[config.mk]
export PLATFORM = sky130hd
export DESIGN_NAME = sync_updown_mod_counter_flat
export DESIGN_NICKNAME = d
export VERILOG_FILES = /design/src/rtl/sync_updown_mod_counter_if.sv /design/src/rtl/sync_updown_mod_counter.sv /design/src/flat_wrapper.sv
export SDC_FILE = /design/constraint.sdc
export NUM_CORES = 1
export LEC_CHECK = 0
export ABC_CLOCK_PERIOD_IN_PS = 2400
export BUFFER_PORTS_ARGS = -buffer_cell sky130_fd_sc_hd__buf_4
export CORE_AREA = 10 10 47 49
export CTS_BUF_LIST = sky130_fd_sc_hd__clkbuf_16
export DETAILED_ROUTE_END_ITERATION = 8
export DIE_AREA = 0 0 57 59
export GPL_TIMING_DRIVEN = 0
export HOLD_SLACK_MARGIN = 0.1
export PLACE_DENSITY = 0.67
export SLEW_MARGIN = 10
export SYNTH_ARGS = -nofsm -noshare
export SYNTH_HDL_FRONTEND = slang
export SYNTH_SLANG_ARGS = --single-unit
[constraint.sdc]
create_clock -name clk -period 2.4 [get_ports clk]
set_input_delay 0.12 -clock clk [delete_from_list [all_inputs] [get_ports clk]]
set_output_delay 0.12 -clock clk [all_outputs]
set_load 0.01 [all_outputs]
[src/rtl/sync_updown_mod_counter_if.sv]
// Bus bundle for sync_updown_mod_counter: count controls, load data,
// terminal value, and the registered count plus its status flags.
//
// Signalling: there is no valid/ready handshake on this bus. Every control
// input is sampled on each rising clk edge. qout, ovf and unf are registered.
// tc is combinational from the inputs and qout.
interface sync_updown_mod_counter_if #(
    parameter int WIDTH = 4
);
    logic             t;
    logic             mode;
    logic             load;
    logic [WIDTH-1:0] din;
    logic [WIDTH-1:0] limit;
    logic [WIDTH-1:0] qout;
    logic             tc;
    logic             ovf;
    logic             unf;

    // Driver side: a controller or the previous stage in a cascade.
    modport master (
        output t, mode, load, din, limit,
        input  qout, tc, ovf, unf
    );

    // Counter side.
    modport slave (
        input  t, mode, load, din, limit,
        output qout, tc, ovf, unf
    );
endinterface

[src/rtl/sync_updown_mod_counter.sv]
// Modulo-(limit+1) synchronous up/down counter with synchronous load,
// terminal-count lookahead and registered one-cycle overflow/underflow pulses.
// Optional feature macro: UDCNT_SATURATE_EN. When it is defined, the counter
// saturates at limit and at 0 instead of wrapping.
module sync_updown_mod_counter #(
    parameter int             WIDTH   = 4,
    parameter logic [WIDTH-1:0] RST_VAL = '0
) (
    input  logic                       clk,
    input  logic                       rst_n,
    sync_updown_mod_counter_if.slave   bus
);

    logic [WIDTH-1:0] qout_q, qout_d;
    logic             ovf_q, ovf_d;
    logic             unf_q, unf_d;
    logic             at_top;
    logic             at_zero;

    // ">=" and not "==", so that a loaded value above limit wraps on the next up-count.
    assign at_top  = (qout_q >= bus.limit);
    assign at_zero = (qout_q == '0);

    // Next-state selection. Priority is load, then count enable, then hold.
    // Both flags default low, so each one lasts a single cycle.
    always_comb begin
        qout_d = qout_q;
        ovf_d  = 1'b0;
        unf_d  = 1'b0;
        if (bus.load) begin
            qout_d = bus.din;
        end else if (bus.t) begin
            if (!bus.mode) begin
                if (at_top) begin
                    ovf_d  = 1'b1;
`ifdef UDCNT_SATURATE_EN
                    qout_d = bus.limit;
`else
                    qout_d = '0;
`endif
                end else begin
                    qout_d = qout_q + 1'b1;
                end
            end else begin
                if (at_zero) begin
                    unf_d  = 1'b1;
`ifdef UDCNT_SATURATE_EN
                    qout_d = '0;
`else
                    qout_d = bus.limit;
`endif
                end else begin
                    // Above limit this still steps down one, so the count walks back into range.
                    qout_d = qout_q - 1'b1;
                end
            end
        end
    end

    // State registers. Asynchronous reset to RST_VAL with both flags cleared.
    always_ff @(posedge clk or negedge rst_n) begin
        if (!rst_n) begin
            qout_q <= RST_VAL;
            ovf_q  <= 1'b0;
            unf_q  <= 1'b0;
        end else begin
            qout_q <= qout_d;
            ovf_q  <= ovf_d;
            unf_q  <= unf_d;
        end
    end

    // Terminal-count lookahead, high in the cycle before the edge that sets ovf or unf.
    assign bus.tc = bus.t & ~bus.load &
                    ((~bus.mode & at_top) | (bus.mode & at_zero));

    assign bus.qout = qout_q;
    assign bus.ovf  = ovf_q;
    assign bus.unf  = unf_q;

endmodule

[src/flat_wrapper.sv]
// flat-port wrapper written by rule: the top's interface ports become plain ports
module sync_updown_mod_counter_flat 
#(
    parameter int             WIDTH   = 4,
    parameter logic [WIDTH-1:0] RST_VAL = '0
)
  (clk, rst_n, bus_t, bus_mode, bus_load, bus_din, bus_limit, bus_qout, bus_tc, bus_ovf, bus_unf);
  sync_updown_mod_counter_if #(.WIDTH(WIDTH)) bus_i ();
  input  logic clk;
  input  logic rst_n;
  input wire logic [$bits(bus_i.t)-1:0] bus_t;
  input wire logic [$bits(bus_i.mode)-1:0] bus_mode;
  input wire logic [$bits(bus_i.load)-1:0] bus_load;
  input wire logic [$bits(bus_i.din)-1:0] bus_din;
  input wire logic [$bits(bus_i.limit)-1:0] bus_limit;
  output wire logic [$bits(bus_i.qout)-1:0] bus_qout;
  output wire logic [$bits(bus_i.tc)-1:0] bus_tc;
  output wire logic [$bits(bus_i.ovf)-1:0] bus_ovf;
  output wire logic [$bits(bus_i.unf)-1:0] bus_unf;
  assign bus_i.t = bus_t;
  assign bus_i.mode = bus_mode;
  assign bus_i.load = bus_load;
  assign bus_i.din = bus_din;
  assign bus_i.limit = bus_limit;
  assign bus_qout = bus_i.qout;
  assign bus_tc = bus_i.tc;
  assign bus_ovf = bus_i.ovf;
  assign bus_unf = bus_i.unf;
  sync_updown_mod_counter #(.WIDTH(WIDTH), .RST_VAL(RST_VAL)) u_core (.clk(clk), .rst_n(rst_n), .bus(bus_i));
endmodule
==> After elaboration in Yosys (flattened, before gate mapping) <==
Cells that the tools add are included.
Widths: inputs -> output; s select.
{ "op_classes": {"add_sub_neg": 2, "n_lt_le_gt_ge": 1, "mux": 13, "bitwise": 7, "n_reduce_logical": 2} }
{ "op_table": {"columns": ["cell", "n"], "rows": [
  ["$mux 4", 5],
  ["$mux 1", 8],
  ["$add 4x1->4 const B", 1],
  ["$and 1x1->1", 4],
  ["$ge 4x4->1", 1],
  ["$logic_not 4->1", 1],
  ["$sub 4x1->4 const B", 1],
  ["$not 1->1", 2],
  ["$reduce_bool 2->1", 1],
  ["$or 1x1->1", 1]
]} }
{ "totals": {"regBits": 6, "output_inout_bits": 7, "word_cells": 28} }

==> Longest topological paths before layout <==
Gate-level depths: netlist (run 1).
{ "logic_depth": {"ltp_word": 5, "mapped_depth": 6} }

==> Least setup slack after synthesis (run 1) <==
Ideal clock, no wire load.
{ "synth_timing": {"path_kind": "register to output", "startpoint": "reg u_core.qout_q[0], in the netlist u_core.bus.qout[0]", "endpoint": "out bus_tc", "t_arrival_ns": 1.799, "setup_slack_ns": 0.481, "path_stages_with_launch": 7, "cell_sequence": "dfrtp_1 inv_1 ha_1 nand2b_1 a2111oi_4 nor4_1 or2_2"} }
{ "synth_via": {"elab_chain_len": 4} }
{ "synth_lines": {"columns": ["item", "line_no", "text"], "rows": [
  ["start, declared", "sync_updown_mod_counter.sv:14", "logic [WIDTH-1:0] qout_q, qout_d;"],
  ["start signal, assigned", "sync_updown_mod_counter.sv:67", "qout_q <= qout_d;"],
  ["$ge 4x4->1 / $logic_not 4->1 (equally long branches)", "sync_updown_mod_counter.sv:21, sync_updown_mod_counter.sv:22", null],
  ["$and 1x1->1", "sync_updown_mod_counter.sv:75", "((~bus.mode & at_top) | (bus.mode & at_zero));"],
  ["$or 1x1->1 *", "sync_updown_mod_counter.sv:75", null],
  ["$and 1x1->1 *", "sync_updown_mod_counter.sv:74", "assign bus.tc = bus.t & ~bus.load &"],
  ["end, declared", "flat_wrapper.sv:17", "output wire logic [$bits(bus_i.tc)-1:0] bus_tc;"]
]} }
Mark *: on every way between the ends. The rest lies on a longest branch, timed or not.

==> Worst setup path in the final report (run 1) <==
Same ends and word-level chain as after synthesis.

==> impl_results.md, run 1 <==
- Iter 0 DRT Violations: 6
- Nets: approximately 110
- Vias in the first global route: between 500 and 600
- Main synth FF type: dfrtp_1
- Clock transition at path regs: about 0.030 ns
- Worst Path Required: between 2 and 2.5 ns
- Max_slew headroom: approximately four fifths
- Number of synthesized flops with an enable pin: 0
- Reg power frac: roughly a quarter
- Initial core utilization: a little under two fifths
- Maxcap violations: 0
- Logic gate share of total power: 27.5%
- Worst-case clock buffer depth: 2
- DRC Markers: 0
- All-Layer GR Usage: 8.057%
- Final hold slack: about 0.13 ns
- Drt pass-1 iters: 4
- YS warnings: 0
- Cell Rows: 14
- Crit share post-route: between 90% and 100%
- Period minus WS final: approximately 2.2 ns
- Clock root buffer: clkbuf_16
- Mapped Avg Cell Area: ~8.7 sq um
- Chip Width: 57 um
- RSZ-0062 raised after global routing: no
- Largest net degree at the start of global routing: 11
- Layout cells sized above 1: roughly a third
- Clock power frac: about half
- Syn Inst Count: between 60 and 70
- Peak supply drop: 0.0003210 V
- Asr flop ratio synth: 100.0%
- IO Port Bufs: 19
- Critical path capture point type: output port
- Routed WL per cell: 13.67 um
- Worst-Skew Late Latency: around 0.22 ns
- # IOs: 20
- Fmax: approximately 0.46 GHz
- Die Y: 59 um
- Int Power: around 0.00041 W
- Level count of the clock H-tree: 1
- Commonest non-fill, non-tap cell in the layout: buf_4
- Status: complete, no violations
- Setup CP Type: register to output port
- Endpoints failing setup: 0
- Slew of the pin with the lowest slew margin: between 0.3 and 0.4 ns
- CTS tree: yes
- #FFs+latches synth: 6
- Net Sw Power: 0.0001436 W
- Die area: about 3400 sq um
- CP Data Arrival Time: just over 2 ns
- PD cells: between 600 and 700 nW/um^2
- HPWL Detailed: between 1000 and 1500 um
- Filler cells: 140
- Grt total ovfl: 0
- Routed Antenna Nets: 0
- Area Overhead vs Synth: 51.77%
- Slew Limit Fails: 0
- Highest-count cells in the layout ignoring fill and taps: buf_4 (21), inv_1 (7), nor2_1 (6), ha_1 (6)
- Switching portion of total power: between 20% and 30%
- Synth cell types: 28
- CTS Buf Count: 3
- Reg2reg setup slack: 0.56 ns
- Leak pwr: 0.3836 nW
- Detailed Route WL: between 1000 and 1500 um
- Vias per inst: ~5.3
- Setup TNS: 0 ns
- CORE AREA: approximately 1400 sq um
- Sink Count: 6
- Final Hold Viols: 0
- Sequential-to-total area share from yosys stat: between 20% and 30%
- Synth Net Count: 80
- Overall power: about 0.00055 W
- Worst setup SP type: register
- Crit Path Max Fanout: 3
- First-pass GRT wire length: 2256 um
- ANT cells: 0
- Total number of vias: roughly 550
- Fin util: a little under three fifths
- Clk_skew: approximately 0.0024 ns
- GPL Wtd Cong: 0.7793
- Initial antenna violation count: 0
- Mapped cell area: between 500 and 600 sq um
- Worst Hold Class: input pin to register
-- routing by layer --
layer | share of wire, % | track usage [%] | up-vias
met4 | 0 | 3.020 | 0
met2 | 51 | 13.49 | 9
met1 | 42 | 8.495 | 262
li1 | - | - | 274
met5 | 0 | 0 | -
met3 | 6.7 | 4.077 | 0
-- metrics by stage --
stage,instances,cell area (sq um),worst slack [ns]
4_1_cts,101,787.0,0.01651
3_3_place_gp,96,691.9,0.2682
2_1_floorplan,61,529.3,0.4806
6_report,103,803.3,0.2050
3_5_place_dp,96,691.9,0.2635
5_1_grt,103,803.3,0.08836
-- critical path, stage by stage, from the launching register on --
cell	delay, ns
dfrtp_2	0.41
inv_1	0.09
ha_1	0.22
nand2b_1	0.17
a2111oi_4	0.40
nor4_1	0.12
or2_2	0.29
buf_4	0.15
-- final timing paths --
kind                                                      from  cells after the start                              to
worst max-delay path            u_core.bus.qout[0]$_DFFE_PN0P_                      7                          bus_tc
worst min-delay path                                bus_din[2]                      3  u_core.bus.qout[2]$_DFFE_PN0P_
worst max register to register  u_core.bus.qout[0]$_DFFE_PN0P_                      6  u_core.bus.qout[2]$_DFFE_PN0P_
worst min register to register  u_core.bus.qout[0]$_DFFE_PN0P_                      2  u_core.bus.qout[0]$_DFFE_PN0P_
max in group asynchronous                                rst_n                      2  u_core.bus.qout[0]$_DFFE_PN0P_
min in group asynchronous                                rst_n                      2        u_core.bus.ovf$_DFF_PN0_
-- power groups by stage --
stage / Combinational, W / Sequential [W] / Clock (W)
floorplan: 0.0000841 / 0.000134 / 0
global placement: 0.000137 / 0.000137 / 0
detailed placement: 0.000139 / 0.000136 / 0
CTS: 0.000142 / 0.000135 / 0.000268
global route: 0.000169 / 0.000134 / 0.000275
finish: 0.000151 / 0.000132 / 0.000266
-- synth_stat cells (2+ instances only) --
cell      count  area [sq um]
nand2_1       5         18.77
o21ai_0       2         10.01
a21oi_1       2         10.01
nand2b_1      2         12.51
inv_1         7         26.28
nor2_1        6         22.52
nor3_1        2         10.01
o211ai_1      5         37.54
ha_1          6         75.07
dfrtp_1       6         150.1
-- sequential cells by signal, indices dropped and copies added, names as in the netlist --
| register | count |
|---|---|
| u_core.bus.ovf | 1 |
| u_core.bus.qout | 4 |
| u_core.bus.unf | 1 |
-- cell families (layout without fill, tap and decap cells) --
kind of cell / after synthesis / in the layout / synth area share, %
and+or+nand+nor: 22 / 22 / 21.04
adders and majority gates: 6 / 6 / 14.18
AOI/OAI and AO/OA: 17 / 17 / 27.19
buffers and inverters: 8 / 34 / 5.910
xor gates and xnor gates: 2 / 2 / 3.310
DFF: 6 / 6 / 28.37
-- final cells by class --
type / count / area (sq um) / area share [%]
Tap cell: 16 / 20.02 / 2.492
Sequential cell: 6 / 151.4 / 18.85
Buffer: 1 / 5.005 / 0.6231
Timing Repair Buffer: 23 / 177.7 / 22.12
Inverter: 7 / 26.28 / 3.271
Multi-Input combinational cell: 47 / 347.8 / 43.30
Clock buffer: 3 / 75.07 / 9.346
-- timing repair --
action / CTS / global route
hold buffers: 2 / 0
gates resized for setup: 0 / 1
setup buffers: 0 / 2
hold endpoints to repair: 7 / 0
endpoints found under the setup margin: 0 / 1
Power figures use the tool's default switching activity.
==> run 2: changes to the inputs <==
--- a/config.mk
+++ b/config.mk
@@ -7,14 +7,13 @@
 export LEC_CHECK = 0
 export ABC_CLOCK_PERIOD_IN_PS = 2400
 export BUFFER_PORTS_ARGS = -buffer_cell sky130_fd_sc_hd__buf_4
-export CORE_AREA = 10 10 47 49
+export CORE_AREA = 2 2 39 41
 export CTS_BUF_LIST = sky130_fd_sc_hd__clkbuf_16
 export DETAILED_ROUTE_END_ITERATION = 8
-export DIE_AREA = 0 0 57 59
+export DIE_AREA = 0 0 41 43
 export GPL_TIMING_DRIVEN = 0
 export HOLD_SLACK_MARGIN = 0.1
 export PLACE_DENSITY = 0.67
-export SLEW_MARGIN = 10
 export SYNTH_ARGS = -nofsm -noshare
 export SYNTH_HDL_FRONTEND = slang
 export SYNTH_SLANG_ARGS = --single-unit
==> run 2 against run 1 <==
Clock skew barely moved. Worst hold slack got worse by 0.013 ns. Worst setup slack got worse by 0.064 ns. Global-route usage rose by 8.8 points. Cell area rose by 0.93%. Via count rose by 0.55%. Non-clock buffer count rose by 1. Die area fell by 48%. Cell count rose by 0.97%. Critical path type unchanged. Sequential share of layout area fell by 0.17 points. First-iteration DRC count did not move.
==> impl_results.md, run 2 (synthesis gave the netlist of run 1 again) <==
- Largest net degree at the start of global routing: 11 (unchanged)
- Slew of the pin with the lowest slew margin: 0.3126 ns (+0.002369 ns)
- GPL Wtd Cong: 0.7409 (-4.9%)
- CP Data Arrival Time: 2.14 ns (+0.07 ns)
- Nets: 109 (+0.93%)
- Chip Width: 41 um (-28%)
- CTS Buf Count: 3 (unchanged)
- Worst Hold Class: input pin to register
- Grt total ovfl: 0 (unchanged)
- Maxcap violations: 0 (unchanged)
- Vias per inst: 5.269 (-0.42%)
- Net Sw Power: 0.0001462 W (+1.8%)
- Final Hold Viols: 0 (unchanged)
- Critical Path Max Stage Delay: 0.41 ns (about the same)
- Fmax: 0.4426 GHz (-2.9%)
- Clock power frac: 48.2% (-0.2 points)
- Final hold slack: 0.1140 ns (-0.01295 ns)
- Global-route met2 utilization: 25.94% (+12 points)
- Area Overhead vs Synth: 53.19%
- CORE AREA: 1384 sq um (-1.2%)
- Routed WL per cell: 12.29 um (-10%)
- ANT cells: 0 (unchanged)
- Switching portion of total power: 26.39% (+0.22 points)
- Max_slew headroom: 78.97% (-0.16 points)
- Period minus WS final: 2.259 ns (+0.06444 ns)
- Max reg flops: 4 (unchanged)
- Clock transition at path regs: 0.03 ns (about the same)
- Routed Antenna Nets: 0 (unchanged)
- Detailed Route WL: 1278 um (-9.2%)
- Critical path capture point type: output port
- Reg power frac: 24.3% (+0.2 points)
- Filler cells: 130 (-7.1%)
- Layout cells sized above 1: 35.23% (+0.74 points)
- Peak supply drop: 0.0003104 V (-3.3%)
- Iter 0 DRT Violations: 6 (unchanged)
- Initial core utilization: 38.25% (+0.48 points)
- Total number of vias: 548 (+0.55%)
- Crit Path Max Fanout: 7 (+4)
- Cell Rows: 14 (unchanged)
- Leak pwr: 0.3885 nW (+1.3%)
- Vias in the first global route: 486 (-6.0%)
- M3 GR Usage: 4.712% (+0.63 points)
- Drt pass-1 iters: 4 (unchanged)
- Clock root buffer: clkbuf_16
- Die area: 1763 sq um (-48%)
- Area of the multi-input gates: 347.8 sq um (unchanged)
- Delay-heaviest family, CP: simple AND/OR/NAND/NOR gates
- IO Port Bufs: 19 (unchanged)
- Initial antenna violation count: 0 (unchanged)
- Status: complete, no violations
- Worst setup SP type: register
- Slowest library cell on the worst path: dfrtp_2
- CTS tree: yes
- Clk_skew: 0.002461 ns (+0.00008773 ns)
- DRC Markers: 0 (unchanged)
- First-pass GRT wire length: 2028 um (-10%)
- RSZ-0062 raised after global routing: no
- Register area: 151.4 sq um (unchanged)
- Worst-case clock buffer depth: 2 (unchanged)
- Most used routing layer: met2
- PD cells: 683.1 nW/um^2 (about the same)
- HPWL Detailed: 944.9 um (-15%)
- Slew Limit Fails: 0 (unchanged)
- Endpoints failing setup: 0 (unchanged)
- Die Y: 43 um (-27%)
- Int Power: 0.0004077 W (+0.62%)
- Met1 Use GR: 20.58% (+12 points)
- Sequence of cells on the critical path: inv_1 -> ha_1 -> nand2b_1 -> a2111oi_4 -> nor4_1 -> or2_2 -> buf_4
- # IOs: 20 (unchanged)
- Overall power: 0.0005538 W (+0.92%)
- All-Layer GR Usage: 16.87% (+8.8 points)
- Setup TNS: 0 ns (unchanged)
- Logic gate share of total power: 27.5% (about the same)
- Highest-count cells in the layout ignoring fill and taps: buf_4 (22), inv_1 (7), nor2_1 (6), ha_1 (6)
- Level count of the clock H-tree: 1 (unchanged)
- Crit path buffers/inverters: 2 (unchanged)
- Commonest non-fill, non-tap cell in the layout: buf_4
- Setup CP Type: register to output port
- Worst-Skew Late Latency: 0.23 ns (about the same)
- Sink Count: 6 (unchanged)
- Crit share post-route: 94.14% (+2.7 points)
- Worst Path Required: 2.28 ns (about the same)
[run 2: cell types whose count changed in the layout (fill, tap and decap cells not counted)]
cell and delta:
buf_4 +1
[run 2: worst min-delay path: cells and delay by family]
| family | cells | cell delay (ns) |
|---|---|---|
| AO/OA/AOI/OAI | 1 | 0.07 |
| buffers and inverters | 1 | 0.08 |
| AND/OR/NAND/NOR | 1 | 0.04 |
[run 2: power groups by stage]
stage                     combinational (W)  sequential (W)  clock (W)
after floorplan                   0.0000841        0.000134          0
after global placement             0.000136        0.000136          0
after detailed placement           0.000138        0.000136          0
after CTS                          0.000142        0.000135   0.000272
after global routing               0.000171        0.000137   0.000277
final                              0.000152        0.000134   0.000267
[run 2: timing repair]
item                                    4_1_cts  5_1_grt
hold endpoints to repair                      7        0
hold buffers                                  2        0
gates resized for setup                       0        1
buffers inserted                              0        3
endpoints found under the setup margin        0        1
[run 2: final timing paths]
path	startpoint	to	slack [ns]	depth (start not counted)
min in group asynchronous	rst_n	u_core.bus.qout[2]$_DFFE_PN0P_	0.24	2
hold reg to reg	u_core.bus.qout[0]$_DFFE_PN0P_	u_core.bus.qout[0]$_DFFE_PN0P_	0.68	2
hold / removal	bus_din[2]	u_core.bus.qout[2]$_DFFE_PN0P_	0.11	3
max in group asynchronous	rst_n	u_core.bus.qout[0]$_DFFE_PN0P_	2.04	2
setup reg to reg	u_core.bus.qout[0]$_DFFE_PN0P_	u_core.bus.qout[2]$_DFFE_PN0P_	0.49	6
setup / recovery	u_core.bus.qout[0]$_DFFE_PN0P_	bus_tc	0.14	7
[run 2: through the flow]
| step | instances | worst slack (ns) | util (%) | instance area [sq um] |
|---|---|---|---|---|
| after CTS | 101 | 0.01137 | 56.87 | 787.0 |
| final | 104 | 0.1406 | 58.59 | 810.8 |
| after global placement | 96 | 0.2823 | 50.00 | 691.9 |
| after floorplan | 61 | 0.4806 | - | 529.3 |
| after global routing | 104 | 0.04426 | 58.59 | 810.8 |
| after detailed placement | 96 | 0.2669 | 50.00 | 691.9 |
[run 2: metal layers]
metal	part of all wire (%)	routed length (um)	vias to the layer above
met5	0	0	-
met4	0	0	0
met3	6.5	83	0
met2	48	618	16
met1	45	576	253
li1	-	-	279
[run 2: final cells by class]
cell class	instances	area share, %
buffer	1	0.6173
tap	16	2.469
inverter	7	3.241
multi-input combinational	47	42.90
sequential	6	18.67
timing repair buffer	24	22.84
clock buffer	3	9.259
